<file path="config.mk">
export PLATFORM = sky130hd
export DESIGN_NAME = except_ctrl_flat
export DESIGN_NICKNAME = d
export VERILOG_FILES = /design/src/rtl/except_ctrl_if.sv /design/src/rtl/except_ctrl.sv /design/src/flat_wrapper.sv
export SDC_FILE = /design/constraint.sdc
export NUM_CORES = 1
export LEC_CHECK = 0
export ABC_AREA = 1
export BUFFER_PORTS_ARGS = -buffer_cell sky130_fd_sc_hd__buf_2
export CELL_PAD_IN_SITES_DETAIL_PLACEMENT = 0
export CELL_PAD_IN_SITES_GLOBAL_PLACEMENT = 1
export CORE_MARGIN = 2
export CORE_UTILIZATION = 32
export CTS_BUF_LIST = sky130_fd_sc_hd__clkbuf_8
export CTS_CLUSTER_DIAMETER = 120
export DETAILED_ROUTE_END_ITERATION = 8
export MAX_ROUTING_LAYER = met4
export PLACE_DENSITY_LB_ADDON = 0.1
export RECOVER_POWER = 100
export SLEW_MARGIN = 20
export SYNTH_ARGS = -nofsm -noshare
export SYNTH_HDL_FRONTEND = slang
export SYNTH_SLANG_ARGS = --single-unit
</file>
<file path="constraint.sdc">
create_clock -name clk -period 2.95 [get_ports clk]
set_input_delay 0.1475 -clock clk [delete_from_list [all_inputs] [get_ports clk]]
set_output_delay 0.1475 -clock clk [all_outputs]
set_load 0.01 [all_outputs]
</file>
<file path="src/rtl/except_ctrl_if.sv">
// MM-stage exception controller bundle: instruction/cause inputs, CP0 inputs,
// redirect outputs and CP0 state outputs.
interface except_ctrl_if #(
    parameter int HW_INTR_W = 6
);
    logic                   mm_valid;
    logic                   mm_stall;
    logic                   slot;
    logic [31:0]            pc;
    logic                   ibus_adel;
    logic [31:0]            ibus_addr;
    logic                   dbus_adel;
    logic                   dbus_ades;
    logic [31:0]            dbus_addr;
    logic                   sy;
    logic                   bp;
    logic                   ri;
    logic                   ov;
    logic                   eret;
    logic [HW_INTR_W-1:0]   hw_intr;
    logic [1:0]             sw_intr;
    logic [HW_INTR_W+1:0]   intr_mask;
    logic                   status_ie;
    logic                   epc_we;
    logic [31:0]            epc_wdata;

    logic                   except;
    logic [31:0]            except_addr;
    logic                   flush;
    logic                   cp0_exl;
    logic                   cp0_bd;
    logic [4:0]             cp0_exc;
    logic [HW_INTR_W+1:0]   cp0_ip;
    logic [31:0]            cp0_epc;
    logic [31:0]            cp0_bva;

    modport master (
        output mm_valid, mm_stall, slot, pc, ibus_adel, ibus_addr,
               dbus_adel, dbus_ades, dbus_addr, sy, bp, ri, ov, eret,
               hw_intr, sw_intr, intr_mask, status_ie, epc_we, epc_wdata,
        input  except, except_addr, flush, cp0_exl, cp0_bd, cp0_exc,
               cp0_ip, cp0_epc, cp0_bva
    );

    modport slave (
        input  mm_valid, mm_stall, slot, pc, ibus_adel, ibus_addr,
               dbus_adel, dbus_ades, dbus_addr, sy, bp, ri, ov, eret,
               hw_intr, sw_intr, intr_mask, status_ie, epc_we, epc_wdata,
        output except, except_addr, flush, cp0_exl, cp0_bd, cp0_exc,
               cp0_ip, cp0_epc, cp0_bva
    );
endinterface

</file>
<file path="src/rtl/except_ctrl.sv">
// MM-stage exception/interrupt controller: prioritised cause resolution,
// interrupt synchronisation, EXL/EPC/BD/ExcCode/BadVAddr state, ERET and flush.
module except_ctrl #(
    parameter int          HW_INTR_W   = 6,
    parameter logic [31:0] VEC_ADDR    = 32'hbfc00380,
    parameter int          SYNC_STAGES = 2,
    parameter int          FLUSH_CYC   = 1
) (
    input  logic       clk,
    input  logic       resetn,
    except_ctrl_if.slave ctrl
);

    localparam int CNT_W = (FLUSH_CYC > 1) ? $clog2(FLUSH_CYC) : 1;
    localparam logic [CNT_W-1:0] CNT_LOAD = CNT_W'(FLUSH_CYC - 1);

    typedef enum logic [1:0] {
        BVA_NONE = 2'd0,
        BVA_IBUS = 2'd1,
        BVA_DBUS = 2'd2
    } bva_src_t;

    logic [SYNC_STAGES-1:0][HW_INTR_W-1:0] sync_q;
    logic [HW_INTR_W+1:0] ip;
    logic [CNT_W-1:0]     flush_cnt;
    logic                 exl_q;
    logic                 bd_q;
    logic [4:0]           exc_q;
    logic [31:0]          epc_q;
    logic [31:0]          bva_q;

    logic                 int_req;
    logic                 commit;
    logic                 any_cause;
    logic [4:0]           cause_code;
    bva_src_t             bva_src;
    logic                 take;
    logic                 do_eret;
    logic                 redirect;

    always_ff @(posedge clk or negedge resetn) begin
        if (!resetn) begin
            sync_q <= '0;
        end else begin
            sync_q <= {sync_q[SYNC_STAGES-2:0], ctrl.hw_intr};
        end
    end

    assign ip      = {sync_q[SYNC_STAGES-1], ctrl.sw_intr};
    assign int_req = (|(ip & ctrl.intr_mask)) & ctrl.status_ie & ~exl_q;
    assign commit  = ctrl.mm_valid & ~ctrl.mm_stall & (flush_cnt == '0);

    // Interrupt is treated as the highest-priority cause of the MM instruction.
    always_comb begin
        any_cause  = 1'b1;
        cause_code = 5'd0;
        bva_src    = BVA_NONE;
        if (int_req) begin
            cause_code = 5'd0;
        end else if (ctrl.ibus_adel) begin
            cause_code = 5'd4;
            bva_src    = BVA_IBUS;
        end else if (ctrl.ri) begin
            cause_code = 5'd10;
        end else if (ctrl.ov) begin
            cause_code = 5'd12;
        end else if (ctrl.bp) begin
            cause_code = 5'd9;
        end else if (ctrl.sy) begin
            cause_code = 5'd8;
        end else if (ctrl.dbus_adel) begin
            cause_code = 5'd4;
            bva_src    = BVA_DBUS;
        end else if (ctrl.dbus_ades) begin
            cause_code = 5'd5;
            bva_src    = BVA_DBUS;
        end else begin
            any_cause  = 1'b0;
        end
    end

    assign take     = commit & any_cause;
    assign do_eret  = commit & ctrl.eret & ~any_cause;
    assign redirect = take | do_eret;

    // Outputs are forced low while reset is held so flush drops immediately.
    assign ctrl.except      = resetn & redirect;
    assign ctrl.flush       = resetn & (redirect | (flush_cnt != '0));
    assign ctrl.except_addr = !resetn ? 32'h0 :
                              take    ? VEC_ADDR :
                              do_eret ? epc_q : 32'h0;

    always_ff @(posedge clk or negedge resetn) begin
        if (!resetn) begin
            flush_cnt <= '0;
        end else if (redirect) begin
            flush_cnt <= CNT_LOAD;
        end else if (flush_cnt != '0) begin
            flush_cnt <= flush_cnt - CNT_W'(1);
        end
    end

    always_ff @(posedge clk or negedge resetn) begin
        if (!resetn) begin
            exl_q <= 1'b0;
            bd_q  <= 1'b0;
            exc_q <= 5'd0;
            epc_q <= 32'h0;
            bva_q <= 32'h0;
        end else begin
            if (take) begin
                exc_q <= cause_code;
                exl_q <= 1'b1;
                if (!exl_q) begin
                    bd_q <= ctrl.slot;
                end
            end else if (do_eret) begin
                exl_q <= 1'b0;
            end

            // Nested exceptions keep the original return address.
            if (take && !exl_q) begin
                epc_q <= ctrl.slot ? (ctrl.pc - 32'd4) : ctrl.pc;
            end else if (ctrl.epc_we) begin
                epc_q <= ctrl.epc_wdata;
            end

            if (take) begin
                case (bva_src)
                    BVA_IBUS: bva_q <= ctrl.ibus_addr;
                    BVA_DBUS: bva_q <= ctrl.dbus_addr;
                    default:  bva_q <= bva_q;
                endcase
            end
        end
    end

    assign ctrl.cp0_exl = exl_q;
    assign ctrl.cp0_bd  = bd_q;
    assign ctrl.cp0_exc = exc_q;
    assign ctrl.cp0_ip  = ip;
    assign ctrl.cp0_epc = epc_q;
    assign ctrl.cp0_bva = bva_q;

endmodule
</file>
<file path="src/flat_wrapper.sv">
// flat-port wrapper written by rule: the top's interface ports become plain ports
module except_ctrl_flat 
#(
    parameter int          HW_INTR_W   = 6,
    parameter logic [31:0] VEC_ADDR    = 32'hbfc00380,
    parameter int          SYNC_STAGES = 2,
    parameter int          FLUSH_CYC   = 1
)
  (clk, resetn, ctrl_mm_valid, ctrl_mm_stall, ctrl_slot, ctrl_pc, ctrl_ibus_adel, ctrl_ibus_addr, ctrl_dbus_adel, ctrl_dbus_ades, ctrl_dbus_addr, ctrl_sy, ctrl_bp, ctrl_ri, ctrl_ov, ctrl_eret, ctrl_hw_intr, ctrl_sw_intr, ctrl_intr_mask, ctrl_status_ie, ctrl_epc_we, ctrl_epc_wdata, ctrl_except, ctrl_except_addr, ctrl_flush, ctrl_cp0_exl, ctrl_cp0_bd, ctrl_cp0_exc, ctrl_cp0_ip, ctrl_cp0_epc, ctrl_cp0_bva);
  except_ctrl_if #(.HW_INTR_W(HW_INTR_W)) ctrl_i ();
  input  logic clk;
  input  logic resetn;
  input wire logic [$bits(ctrl_i.mm_valid)-1:0] ctrl_mm_valid;
  input wire logic [$bits(ctrl_i.mm_stall)-1:0] ctrl_mm_stall;
  input wire logic [$bits(ctrl_i.slot)-1:0] ctrl_slot;
  input wire logic [$bits(ctrl_i.pc)-1:0] ctrl_pc;
  input wire logic [$bits(ctrl_i.ibus_adel)-1:0] ctrl_ibus_adel;
  input wire logic [$bits(ctrl_i.ibus_addr)-1:0] ctrl_ibus_addr;
  input wire logic [$bits(ctrl_i.dbus_adel)-1:0] ctrl_dbus_adel;
  input wire logic [$bits(ctrl_i.dbus_ades)-1:0] ctrl_dbus_ades;
  input wire logic [$bits(ctrl_i.dbus_addr)-1:0] ctrl_dbus_addr;
  input wire logic [$bits(ctrl_i.sy)-1:0] ctrl_sy;
  input wire logic [$bits(ctrl_i.bp)-1:0] ctrl_bp;
  input wire logic [$bits(ctrl_i.ri)-1:0] ctrl_ri;
  input wire logic [$bits(ctrl_i.ov)-1:0] ctrl_ov;
  input wire logic [$bits(ctrl_i.eret)-1:0] ctrl_eret;
  input wire logic [$bits(ctrl_i.hw_intr)-1:0] ctrl_hw_intr;
  input wire logic [$bits(ctrl_i.sw_intr)-1:0] ctrl_sw_intr;
  input wire logic [$bits(ctrl_i.intr_mask)-1:0] ctrl_intr_mask;
  input wire logic [$bits(ctrl_i.status_ie)-1:0] ctrl_status_ie;
  input wire logic [$bits(ctrl_i.epc_we)-1:0] ctrl_epc_we;
  input wire logic [$bits(ctrl_i.epc_wdata)-1:0] ctrl_epc_wdata;
  output wire logic [$bits(ctrl_i.except)-1:0] ctrl_except;
  output wire logic [$bits(ctrl_i.except_addr)-1:0] ctrl_except_addr;
  output wire logic [$bits(ctrl_i.flush)-1:0] ctrl_flush;
  output wire logic [$bits(ctrl_i.cp0_exl)-1:0] ctrl_cp0_exl;
  output wire logic [$bits(ctrl_i.cp0_bd)-1:0] ctrl_cp0_bd;
  output wire logic [$bits(ctrl_i.cp0_exc)-1:0] ctrl_cp0_exc;
  output wire logic [$bits(ctrl_i.cp0_ip)-1:0] ctrl_cp0_ip;
  output wire logic [$bits(ctrl_i.cp0_epc)-1:0] ctrl_cp0_epc;
  output wire logic [$bits(ctrl_i.cp0_bva)-1:0] ctrl_cp0_bva;
  assign ctrl_i.mm_valid = ctrl_mm_valid;
  assign ctrl_i.mm_stall = ctrl_mm_stall;
  assign ctrl_i.slot = ctrl_slot;
  assign ctrl_i.pc = ctrl_pc;
  assign ctrl_i.ibus_adel = ctrl_ibus_adel;
  assign ctrl_i.ibus_addr = ctrl_ibus_addr;
  assign ctrl_i.dbus_adel = ctrl_dbus_adel;
  assign ctrl_i.dbus_ades = ctrl_dbus_ades;
  assign ctrl_i.dbus_addr = ctrl_dbus_addr;
  assign ctrl_i.sy = ctrl_sy;
  assign ctrl_i.bp = ctrl_bp;
  assign ctrl_i.ri = ctrl_ri;
  assign ctrl_i.ov = ctrl_ov;
  assign ctrl_i.eret = ctrl_eret;
  assign ctrl_i.hw_intr = ctrl_hw_intr;
  assign ctrl_i.sw_intr = ctrl_sw_intr;
  assign ctrl_i.intr_mask = ctrl_intr_mask;
  assign ctrl_i.status_ie = ctrl_status_ie;
  assign ctrl_i.epc_we = ctrl_epc_we;
  assign ctrl_i.epc_wdata = ctrl_epc_wdata;
  assign ctrl_except = ctrl_i.except;
  assign ctrl_except_addr = ctrl_i.except_addr;
  assign ctrl_flush = ctrl_i.flush;
  assign ctrl_cp0_exl = ctrl_i.cp0_exl;
  assign ctrl_cp0_bd = ctrl_i.cp0_bd;
  assign ctrl_cp0_exc = ctrl_i.cp0_exc;
  assign ctrl_cp0_ip = ctrl_i.cp0_ip;
  assign ctrl_cp0_epc = ctrl_i.cp0_epc;
  assign ctrl_cp0_bva = ctrl_i.cp0_bva;
  except_ctrl #(.HW_INTR_W(HW_INTR_W), .VEC_ADDR(VEC_ADDR), .SYNC_STAGES(SYNC_STAGES), .FLUSH_CYC(FLUSH_CYC)) u_core (.clk(clk), .resetn(resetn), .ctrl(ctrl_i));
endmodule
</file>
# Yosys cells after proc, flatten, opt, wreduce, memory -nomap -nowiden
# Index checks and enable logic that the tools add are counted.
# Widths: inputs -> output; s select.
[word_totals]
register_bits = 84
inputBits = 159
out_inout_bits = 113
[op_classes]
addsub = 2
n_eq_ne = 2
n_mux = 35
n_bitwise = 16
reduce_logical = 8
[ops]
columns = ["op", "count"]
rows = [
  ["$mux 32", 6],
  ["$pmux 32 s2", 1],
  ["$mux 5", 7],
  ["$sub 32x3->32 const B", 1],
  ["$mux 2", 8],
  ["$mux 1", 12],
  ["$and 1x1->1", 9],
  ["$and 8x8->8", 1],
  ["$reduce_or 8->1", 1],
  ["$reduce_bool 2->1", 3],
  ["$not 1->1", 4],
  ["$reduce_and 2->1", 2],
  ["$mux 3", 1],
  ["$eq 2x1->1 const B", 1],
  ["$eq 2x2->1 const B", 1],
  ["$or 1x1->1", 2],
  ["$logic_and 1x1->1", 1],
  ["$logic_not 1->1", 1],
  ["$sub 1x1->1 const B", 1],
]

# Depth between registers and ports, before layout
# Gate-level depths: netlist (run 1).
[depth]
ltp_word = 13
ltp_mapped = 13
depth_no_buf = 13

# Least setup slack after synthesis (run 1)
# No wires, ideal clock.
[synth_timing]
path_kind = "reg-to-reg"
start = "register u_core.sync_q (netlist bit u_core.ctrl.cp0_ip[3])"
end = "register u_core.bva_q[0] (netlist: u_core.ctrl.cp0_bva[0])"
setup_time_ns = 0.123
arrival_ns = 2.095
t_required_ns = 2.827
path_slack_ns = 0.732
stages_incl_launch_ff = 14
n_path_buf = 2
cell_sequence = "dfrtp_1 > nand2_1 > nand2_1 > nor2_1 > nand2_1 > nand2_1 > nand3_1 > nor2_1 > ha_1 > clkbuf_1 > clkbuf_1 > mux2_2 > nand2_1 > nand2_1"
[synth_via]
elab_chain_cells = 8
[synth_rtl]
columns = ["element", "line", "text"]
rows = [
  ["from (decl)", "except_ctrl.sv:23", "logic [SYNC_STAGES-1:0][HW_INTR_W-1:0] sync_q;"],
  ["from (signal assigned)", "except_ctrl.sv:45", "sync_q <= {sync_q[SYNC_STAGES-2:0], ctrl.hw_intr};"],
  ["$and 8x8->8 *", "except_ctrl.sv:50", "assign int_req = (|(ip & ctrl.intr_mask)) & ctrl.status_ie & ~exl_q;"],
  ["$reduce_or 8->1 *", "except_ctrl.sv:50", ""],
  ["$and 1x1->1 * (2 in series)", "except_ctrl.sv:50", ""],
  ["$mux 2", "except_ctrl.sv:58", "if (int_req) begin"],
  ["$eq 2x1->1 or $eq 2x2->1 (tied branches)", "except_ctrl.sv:129", "case (bva_src)"],
  ["$reduce_bool 2->1 (no source line)", "n/a", ""],
  ["$reduce_and 2->1 (no source line)", "n/a", ""],
  ["to (signal assigned)", "except_ctrl.sv:130", "BVA_IBUS: bva_q <= ctrl.ibus_addr;"],
  ["to (signal assigned)", "except_ctrl.sv:131", "BVA_DBUS: bva_q <= ctrl.dbus_addr;"],
  ["to (signal assigned)", "except_ctrl.sv:132", "default: bva_q <= bva_q;"],
  ["to (decl)", "except_ctrl.sv:30", "logic [31:0] bva_q;"],
]
# Every way passes the cells marked *; elsewhere a longest branch is shown, timed or not.
# A chain may end at the register's enable or synchronous reset.

# Worst setup path in the final report (run 1)
[layout_timing]
start = "register u_core.sync_q (netlist bit u_core.ctrl.cp0_ip[3])"
end = "output ctrl_except_addr[22]"
[layout_via]
elab_chain_cells = 10
[layout_rtl]
columns = ["element", "line", "text"]
rows = [
  ["$and 8x8->8 *", "except_ctrl.sv:50", ""],
  ["$reduce_or 8->1 *", "except_ctrl.sv:50", ""],
  ["$and 1x1->1 * (2 in series)", "except_ctrl.sv:50", ""],
  ["$mux 1 *", "except_ctrl.sv:58", ""],
  ["$not 1->1", "except_ctrl.sv:83", "assign do_eret = commit & ctrl.eret & ~any_cause;"],
  ["$and 1x1->1", "except_ctrl.sv:83", ""],
  ["$mux 32", "except_ctrl.sv:91", "do_eret ? epc_q : 32'h0;"],
  ["$mux 32 *", "except_ctrl.sv:90", "take ? VEC_ADDR :"],
  ["$mux 32 *", "except_ctrl.sv:89", "assign ctrl.except_addr = !resetn ? 32'h0 :"],
  ["to (decl)", "flat_wrapper.sv:34", "output wire logic [$bits(ctrl_i.except_addr)-1:0] ctrl_except_addr;"],
]
# Marks and branches as above.

==> results of run 1 <==
## power breakdown
group,internal (mW),switching [mW],leakage (nW)
combinational,0.258,0.399,2.47
sequential,1.26,0.0848,1.00
clock,0.380,0.457,0.0952
## cell usage in the layout (no fill, tap or decap), drive strengths merged
master / instances
nand2: 293
buf: 172
clkbuf: 118
dfrtp: 82
nor2: 70
inv: 63
o21ai: 52
mux2: 32
nand3: 31
xor2: 15
o21a: 11
dlygate4sd3: 9
nand4: 7
nor3b: 2
o211ai: 2
xnor2: 2
o21bai: 2
ha: 2
clkinvlp: 2
or2: 2
nor3: 2
diode: 1
nand3b: 1
o31ai: 1
a32oi: 1
mux2i: 1
conb: 1
clkinv: 1
## cells in the mapped netlist, types with 2 or more instances
| cell | instances |
|---|---|
| buf_6 | 3 |
| buf_4 | 11 |
| inv_1 | 60 |
| o211ai_1 | 2 |
| buf_2 | 13 |
| clkbuf_1 | 13 |
| xor2_1 | 15 |
| xnor2_1 | 2 |
| o21ai_0 | 52 |
| ha_1 | 2 |
| mux2_2 | 32 |
| nor2_2 | 5 |
| nor3b_1 | 2 |
| nor2_1 | 64 |
| nand4_1 | 7 |
| nand3_1 | 30 |
| nand2_1 | 287 |
| nand2_2 | 5 |
| dfrtp_1 | 82 |
| o21a_1 | 11 |
| o21bai_1 | 2 |
## metrics by stage
stage | std cells | setup WS (ps) | power [mW] | hold slack (ps) | instance area (µm²)
floorplan | 714 | 732 | 1.70 | -148 | 5130
global route | 1193 | 126 | 3.02 | 30.1 | 6720
CTS | 1193 | 379 | 2.92 | 2.29 | 6870
finish | 1194 | 355 | 2.84 | 22.6 | 6720
global placement | 1168 | 629 | 2.06 | 29.5 | 6590
detailed placement | 1168 | 581 | 2.07 | 30.4 | 6590
## kinds of logic after synthesis
family,synth area share (%)
multiplexers,7.22
other,0.0731
buffers and inverters,9.05
adder cells (fa/ha/maj),0.488
XOR/XNOR,2.90
AO/OA/AOI/OAI,7.58
flip-flops,40.0
AND/OR/NAND/NOR,32.7
## critical path: cells and delay by family, from the launching register on
family                 cells  cell delay [ps]
AOI/OAI and AO/OA          1              190
buffers and inverters      2              280
DFF                        1              390
and+or+nand+nor            9             1220
## area by class of cell
class | instances | share of cell area [%]
flip-flops and latches | 82 | 30.5
diodes | 1 | 0.0372
clock inverters | 4 | 0.484
repair buffers | 287 | 20.4
clock buffers | 12 | 2.46
multi-input cells | 530 | 38.6
inverters | 62 | 3.46
well taps | 216 | 4.02
## flip-flops by register name (all words and copies together) (netlist names)
name	count
u_core.sync_q	6
u_core.ctrl.cp0_bd	1
u_core.ctrl.cp0_ip	6
u_core.ctrl.cp0_exc	4
u_core.ctrl.cp0_epc	32
u_core.ctrl.cp0_exl	1
u_core.ctrl.cp0_bva	32
## metal layers
layer  wire (µm)  track usage, %
met1        8190            27.2
met2        8510            34.6
met3         969            2.57
met4         265            6.70
met5           0               -
## worst paths after layout
| check | startpoint | end | slack, ps | cells past startpoint |
|---|---|---|---|---|
| max in group asynchronous | resetn | u_core.ctrl.cp0_epc[19] | 730 | 3 |
| worst min-delay path | ctrl_epc_wdata[0] | u_core.ctrl.cp0_epc[0] | 20 | 3 |
| min in group asynchronous | resetn | u_core.ctrl.cp0_exl | 190 | 2 |
| worst min register to register | u_core.sync_q[5] | u_core.ctrl.cp0_ip[7] | 360 | 0 |
| worst max register to register | u_core.ctrl.cp0_ip[3] | u_core.ctrl.cp0_bva[15] | 450 | 12 |
| worst max-delay path | u_core.ctrl.cp0_ip[3] | ctrl_except_addr[22] | 360 | 12 |
## repair_timing
item,4_1_cts,5_1_grt
hold buffers,9,0
buffers inserted,0,0
endpoints found under the hold margin,20,0
==> flow_metrics.py, run 1 <==
metrics = {
    "outcome": {
        "status": "finished with violations",
        "violations": "capacitance limit, slew limit",
    },
    "floorplanning": {
        "start_util_pct": 32.5,
        "pin_count": 272,
        "die_y_um": 131,
        "rows": 46,
        "die-area_mm2": 0.0171,
        "die_w_um": 131,
        "core_mm2": 0.0158,
    },
    "synth": {
        "syn_avg_cell_area_um2": 7.19,
        "synth-seq-cells": 82,
        "synth.top_cells.by_area": "dfrtp_1, nand2_1, mux2_2",
        "seq_area_frac_synth_pct": 40.0,
        "syn-num-nets": 875,
        "syn_inst": 714,
        "synth.largest_area_cell": "dfrtp_1",
        "ys_types": 35,
        "async_reset_ff_share_pct": 100,
        "synth_area_mm2": 0.00513,
        "synth_top_flop_cell": "dfrtp_1",
        "synth_top_area_share_pct": 40.0,
        "yosys_warnings": 0,
        "synth_edf_count": 0,
    },
    "detailed_routing": {
        "post-route-drc-count": 0,
        "dr.pass1.iters": 4,
        "routed_via_density": 4.44,
        "ant_nets": 0,
        "via_count": 5301,
        "drt-initial-drc-count": 201,
        "routed_wl_mm": 17.9,
        "wl_per_cell_um": 15.0,
    },
    "clocking": {
        "clockBufferDepth": 2,
        "cts_resized": 0,
        "clock_sinks": 82,
        "tritoncts": "built",
        "cts_max_level": 3,
        "cts-buffers-inserted": 9,
        "clk_latency_ps": 370,
        "cts_root_buffer": "clkbuf_8",
        "clk_pin_slew_worst_paths_ps": 90,
    },
    "layout": {
        "post-route-util_pct": 42.6,
        "drive_gt1_share_pct": 24.3,
        "multi_input_area_mm2": 0.00260,
        "fill_cells": 1826,
        "area_growth_syn_to_layout_pct": 31.0,
        "fin_nets": 1133,
        "final-seq-area_mm2": 0.00205,
    },
    "flow_run": {
        "maxCapViolCount": 1,
    },
    "worst_hold_path": {
        "min_path_type": "primary input to register",
    },
    "timing": {
        "skew_ps": 10.8,
        "final.min_clock_period_ps": 2590,
        "slew_violations": 71,
        "slew_headroom_pct": -22.4,
        "clock.fmax_mhz": 385,
        "finalSetupTns_ps": 0,
        "hold_violations": 0,
        "setup-violations-final": 0,
        "layout_worst_path_cycle_share_pct": 88.0,
        "worst_pin_slew_ps": 1840,
        "rsz0062_at_grt": "false",
    },
    "critical_path": {
        "required_ps": 2800,
        "worstPathCellList": "nand2_1 > nand2_1 > nor2_1 > nand2_1 > nand2_1 > nand2_1 > nand2_1 > inv_2 > nand2_1 > nand2_2 > o21a_1 > buf_2",
        "criticalPathCategory": "register to output port",
        "cp-start-kind": "register",
        "cpMaxStageDelayCell": "dfrtp_1",
        "cp.arrival_ps": 2450,
        "max_stage_delay_ps": 390,
        "critPathMaxFanout": 13,
        "crit_top_cell": "nand2_1",
        "end_kind": "output port",
    },
    "placed_design": {
        "place_congestion": 0.835,
        "hpwlAfterDp_mm": 13.5,
        "io_buffers": 270,
    },
    "pwr": {
        "power.density_mw_per_mm2": 423,
        "ir_worst_vdd_mv": 0.208,
        "p_leak_nw": 3.57,
    },
    "global_routing": {
        "grt_pass1_vias": 5089,
        "grt_pass1_wl_mm": 26.7,
        "grt_max_degree": 71,
        "grt-ovfl-total": 0,
        "antenna_found_initial": 0,
        "grt_usage_pct": 21.1,
    },
}
Note: power is estimated with default switching activity, not from simulation.
==> run 2: changes to the inputs <==
Settings changed: CORE_ASPECT_RATIO from default to 1.25, CORE_UTILIZATION 32 to 29.
Clock period 2.95 ns to 2.12 ns, I/O delays scaled along.
==> flow_metrics.py, run 2 (synthesis results as in run 1) <==
metrics = {
    "critical_path": {
        "r2r_setup_slack_ps": 110,
        "end_kind": "output port",
        "r2r_cells": 12,
        "criticalPathCategory": "register to output port",
        "critPathMaxFanout": 7,
        "rr_startpoint": "u_core.ctrl.cp0_ip[4]",
        "cp-start-kind": "register",
        "r2r-end": "u_core.ctrl.cp0_bva[26]",
        "cp.arrival_ps": 1930,
        "required_ps": 2010,
    },
    "detailed_routing": {
        "highest_layer": "met4",
        "routed_wl_mm": 19.6,
        "wl_per_cell_um": 16.1,
        "ant_nets": 0,
        "dr.pass1.iters": 4,
        "post-route-drc-count": 0,
        "routed_via_density": 4.43,
        "wl_met1_mm": 8.46,
        "routed-wl-met3_mm": 1.12,
        "wl_met2_mm": 9.86,
        "via_count": 5421,
        "drt-initial-drc-count": 201,
    },
    "worst_hold_path": {
        "min_path_type": "primary input to register",
        "hold_path_depth": 3,
        "min_to": "u_core.ctrl.cp0_epc[0]",
        "min_from": "ctrl_epc_wdata[0]",
    },
    "floorplanning": {
        "die-area_mm2": 0.0188,
        "die_w_um": 123,
        "rows": 54,
        "pin_count": 272,
        "die_y_um": 153,
        "core_mm2": 0.0174,
        "start_util_pct": 29.6,
    },
    "flow_run": {
        "maxCapViolCount": 0,
    },
    "placed_design": {
        "io_buffers": 270,
        "place_congestion": 0.818,
        "hpwlAfterDp_mm": 14.8,
        "placed_area_mm2": 0.00674,
        "place_inst": 1188,
    },
    "timing": {
        "finalSetupTns_ps": 0,
        "slew_violations": 0,
        "final.min_clock_period_ps": 2030,
        "rsz0062_at_grt": "true",
        "clock.fmax_mhz": 492,
        "whs_ps": 15.3,
        "layout_worst_path_cycle_share_pct": 95.9,
        "slew_headroom_pct": 37.0,
        "hold_violations": 0,
        "setup-violations-final": 0,
        "worst_pin_slew_ps": 946,
        "skew_ps": 11.3,
    },
    "clocking": {
        "cts-buffers-inserted": 9,
        "clk_latency_ps": 360,
        "tritoncts": "built",
        "clockBufferDepth": 2,
        "clock_sinks": 82,
        "cts_root_buffer": "clkbuf_8",
        "cts_max_level": 3,
        "clk_pin_slew_worst_paths_ps": 90,
    },
    "global_routing": {
        "grt-ovfl-total": 0,
        "grt_pass1_wl_mm": 29.4,
        "grt_max_degree": 49,
        "antenna_found_initial": 1,
        "grt_usage_pct": 20.7,
        "grt_pass1_vias": 5333,
    },
    "layout": {
        "area_growth_syn_to_layout_pct": 39.9,
        "layout_commonest_cell": "nand2_1",
        "fin_nets": 1154,
        "final_cell_mix": "nand2_1, buf_2, dfrtp_1",
        "drive_gt1_share_pct": 29.1,
        "layout.cells.non_filler": 1223,
        "final_area_mm2": 0.00718,
        "fill_cells": 1923,
    },
    "pwr": {
        "p_int_mw": 3.00,
        "power_frac_seq_pct": 43.6,
        "p_comb_share_pct": 22.2,
        "p_leak_nw": 3.86,
        "switchingPower_mw": 1.33,
        "power.density_mw_per_mm2": 603,
        "switching_share_pct": 30.6,
        "ir_worst_vdd_mv": 0.235,
        "clkPwrFrac_pct": 34.2,
        "finalPower_mw": 4.33,
    },
    "outcome": {
        "status": "completed",
    },
}
==> run 2: cell types whose count changed in the layout (fill, tap and decap cells not counted), sizes merged, moves of 2 or more <==
cell | previous run | this run
bufinv | 0 | 3
buf | 172 | 213
dlygate4sd3 | 9 | 11
clkbuf | 118 | 94
clkinvlp | 2 | 0
==> run 2: what timing repair did <==
action / 4_1_cts / 5_1_grt
resized for setup: 8 / 14
endpoints found under the hold margin: 43 / 0
setup endpoints to repair: 16 / 66
pin swaps: 3 / 4
setup buffers: 2 / 1
hold buffers: 11 / 0
cloned: 1 / 3
==> run 2: final cells by class <==
class                   count  area [µm²]  share of cell area, %
multi-input cells         531        2680                   37.3
flip-flops and latches     82        2050                   28.6
repair buffers            307        1670                   23.3
well taps                 224         280                   3.91
inverters                  62         233                   3.24
clock buffers              11         151                   2.11
clock inverters             5         108                   1.50
diodes                      1        2.50                 0.0349
==> run 2: metrics by stage <==
stage	setup slack, ps	util (%)
2_1_floorplan	-97.6	-
3_3_place_gp	118	38.8
3_5_place_dp	107	38.8
4_1_cts	8.14	41.2
5_1_grt	-102	41.3
6_report	87.5	41.3
==> run 2: how the worst max path moves through the flow <==
stage | endpoint | slack [ps] | from
final | ctrl_except_addr[31] | 90 | u_core.ctrl.cp0_ip[4]
after global routing | ctrl_except_addr[23] | -100 | u_core.ctrl.cp0_ip[2]
after CTS | ctrl_except_addr[31] | 8 | u_core.ctrl.cp0_ip[3]
after detailed placement | u_core.ctrl.cp0_bva[6] | 110 | u_core.ctrl.cp0_ip[3]
after global placement | u_core.ctrl.cp0_bva[13] | 120 | u_core.ctrl.cp0_ip[3]
after floorplan | u_core.ctrl.cp0_bva[0] | -100 | u_core.ctrl.cp0_ip[3]
==> run 2: worst max-delay path: stages, from the launching register on <==
cell	delay [ps]
dfrtp_1	380
nand2_1	60
nand2_1	60
nor2_2	100
nand2_1	70
nand2_2	80
buf_6	130
nand4_1	140
buf_6	200
nand2_8	90
o21a_1	140
buf_6	110
==> run 2: per-layer routing <==
layer | GRT usage, % | vias to the layer above
met4 | 4.55 | 0
li1 | - | 2782
met5 | - | -
met1 | 26.1 | 2452
met3 | 2.99 | 12
met2 | 35.0 | 175
==> run 2: power by group through the flow <==
| stage | Combinational, mW | Sequential, mW | Clock [mW] |
|---|---|---|---|
| after floorplan | 0.385 | 1.98 | 0 |
| after global placement | 0.992 | 1.91 | 0 |
| after detailed placement | 0.990 | 1.91 | 0 |
| after CTS | 1.02 | 1.88 | 1.53 |
| after global routing | 1.09 | 1.91 | 1.59 |
| final | 0.961 | 1.89 | 1.48 |
==> run 3: changes to the inputs <==
Settings changed: CORE_MARGIN 2 to default.
==> flow_metrics.py, run 3 (synthesis results as in run 1) <==
metrics = {
    "outcome": {
        "status": "completed",
    },
    "clocking": {
        "cts_max_level": 3,
        "clockBufferDepth": 2,
        "cts-buffers-inserted": 9,
        "clock_sinks": 82,
        "clk_pin_slew_worst_paths_ps": 90,
        "cts_root_buffer": "clkbuf_8",
        "tritoncts": "built",
        "clk_latency_ps": 370,
    },
    "timing": {
        "skew_ps": 6.39,
        "finalWorstSetupSlack_ps": 49.1,
        "worst_pin_slew_ps": 539,
        "layout_worst_path_cycle_share_pct": 97.7,
        "slew_violations": 0,
        "slew_headroom_pct": 64.1,
        "rsz0062_at_grt": "true",
        "clock.fmax_mhz": 483,
        "final.min_clock_period_ps": 2070,
        "hold_violations": 0,
        "setup-violations-final": 0,
    },
    "floorplanning": {
        "die_w_um": 121,
        "start_util_pct": 29.6,
        "pin_count": 272,
        "rows": 54,
        "die-area_mm2": 0.0182,
        "core_mm2": 0.0174,
        "die_y_um": 151,
    },
    "critical_path": {
        "rr_startpoint": "u_core.ctrl.cp0_ip[2]",
        "cp.depth": 12,
        "startpoint": "u_core.ctrl.cp0_ip[2]",
        "cp.arrival_ps": 1960,
        "cp-start-kind": "register",
        "end_kind": "output port",
        "required_ps": 2010,
        "r2r-end": "u_core.ctrl.cp0_bva[1]",
        "cp-endpoint": "ctrl_except_addr[31]",
        "worstPathCellList": "nand2_1 > nand2_1 > nor2_1 > nand2_1 > nand2_2 > buf_6 > nand4_1 > buf_6 > buf_8 > nand2_8 > o21a_1 > buf_6",
        "cp_top_family": "buffers and inverters",
        "cpMaxStageDelayCell": "dfrtp_1",
        "r2r_setup_slack_ps": 140,
        "critPathMaxFanout": 7,
        "r2r_cells": 12,
        "criticalPathCategory": "register to output port",
        "crit_buf_inv": 4,
        "max_stage_delay_ps": 400,
    },
    "global_routing": {
        "grt_max_degree": 78,
        "antenna_found_initial": 1,
        "grt_pass1_vias": 5236,
        "grt_pass1_wl_mm": 28.2,
        "grt-ovfl-total": 0,
        "grt_usage_pct": 21.0,
    },
    "worst_hold_path": {
        "min_from": "ctrl_epc_wdata[22]",
        "min_path_type": "primary input to register",
    },
    "placed_design": {
        "hpwlAfterDp_mm": 14.0,
        "place_congestion": 0.820,
        "preCtsSetupSlack_ps": 164,
        "io_buffers": 270,
    },
    "flow_run": {
        "maxCapViolCount": 0,
    },
    "pwr": {
        "finalPower_mw": 4.00,
        "p_leak_nw": 3.83,
        "power.density_mw_per_mm2": 564,
        "ir_worst_vdd_mv": 0.216,
    },
    "detailed_routing": {
        "wl_per_cell_um": 15.7,
        "via_count": 5470,
        "post-route-drc-count": 0,
        "ant_nets": 0,
        "routed_wl_mm": 19.1,
        "routed_via_density": 4.48,
        "dr.pass1.iters": 4,
        "drt-initial-drc-count": 193,
    },
    "layout": {
        "post-route-util_pct": 40.9,
        "layout_commonest_cell": "nand2_1",
        "fin_nets": 1152,
        "area_growth_syn_to_layout_pct": 38.3,
        "final_cell_mix": "nand2_1, buf_2, dfrtp_1",
        "fill_cells": 1917,
        "drive_gt1_share_pct": 28.8,
    },
}
==> run 3: cell types whose count changed in the layout (fill, tap and decap cells not counted), moves of 2 or more <==
cell,previous run,this run
bufinv_16,3,1
dlygate4sd3_1,11,13
buf_4,13,8
nand2_2,3,5
inv_6,2,0
nor2_1,64,62
clkinv_2,0,3
clkbuf_8,11,9
clkbuf_2,4,1
buf_2,190,194
==> run 3: power by group <==
| group | switching (mW) | internal, mW | leakage [nW] |
|---|---|---|---|
| registers | 0.125 | 1.76 | 1.00 |
| logic | 0.567 | 0.385 | 2.73 |
| clock network | 0.633 | 0.532 | 0.0963 |
==> run 3: through the flow <==
stage / cells / hold WS (ps) / cell area (µm²) / TNS, ps
floorplan: 714 / -190 / 5130 / -2930
global placement: 1184 / -46.6 / 6720 / 0
detailed placement: 1184 / -49.0 / 6720 / 0
CTS: 1215 / 0.474 / 7070 / 0
global route: 1220 / 34.2 / 7100 / -474
finish: 1220 / 18.1 / 7100 / 0
==> run 3: how the worst min path moves through the flow <==
stage / endpoint / slack [ps] / cells past startpoint
2_1_floorplan: u_core.ctrl.cp0_bd / -190 / 0
3_3_place_gp: u_core.ctrl.cp0_exc[3] / -50 / 1
3_5_place_dp: u_core.ctrl.cp0_exc[3] / -50 / 1
4_1_cts: u_core.ctrl.cp0_epc[19] / 0.5 / 5
5_1_grt: u_core.ctrl.cp0_epc[30] / 30 / 5
6_report: u_core.ctrl.cp0_epc[22] / 20 / 5
==> run 3: cell type report <==
class                   count  area (µm²)  share of cell area [%]
flip-flops and latches     82        2050                    28.9
repair buffers            305        1670                    23.5
diodes                      1        2.50                  0.0353
multi-input cells         531        2680                    37.7
well taps                 224         280                    3.95
inverters                  62         234                    3.30
clock buffers               9         124                    1.75
clock inverters             6        60.1                   0.846
==> run 3: timing repair <==
action / CTS / global route
gates cloned: 1 / 2
endpoints found under the hold margin: 92 / 0
setup endpoints to repair: 14 / 62
pin swaps: 1 / 2
gates resized for setup: 5 / 17
hold buffers: 13 / 0
buffers inserted: 2 / 2
==> run 3: routing by layer <==
layer  vias to the layer above  wire length (µm)  track usage (%)
met4                         0               217             6.11
met3                        11              1100             3.22
met2                       178              9660             36.6
li1                       2780                 -                -
met5                         -                 0                -
met1                      2501              8150             24.9
==> run 3: tightest hold or removal path, delay by kind of cell <==
kind | cells | cell delay (ps)
AND/OR/NAND/NOR | 4 | 180
buffers and inverters | 1 | 80
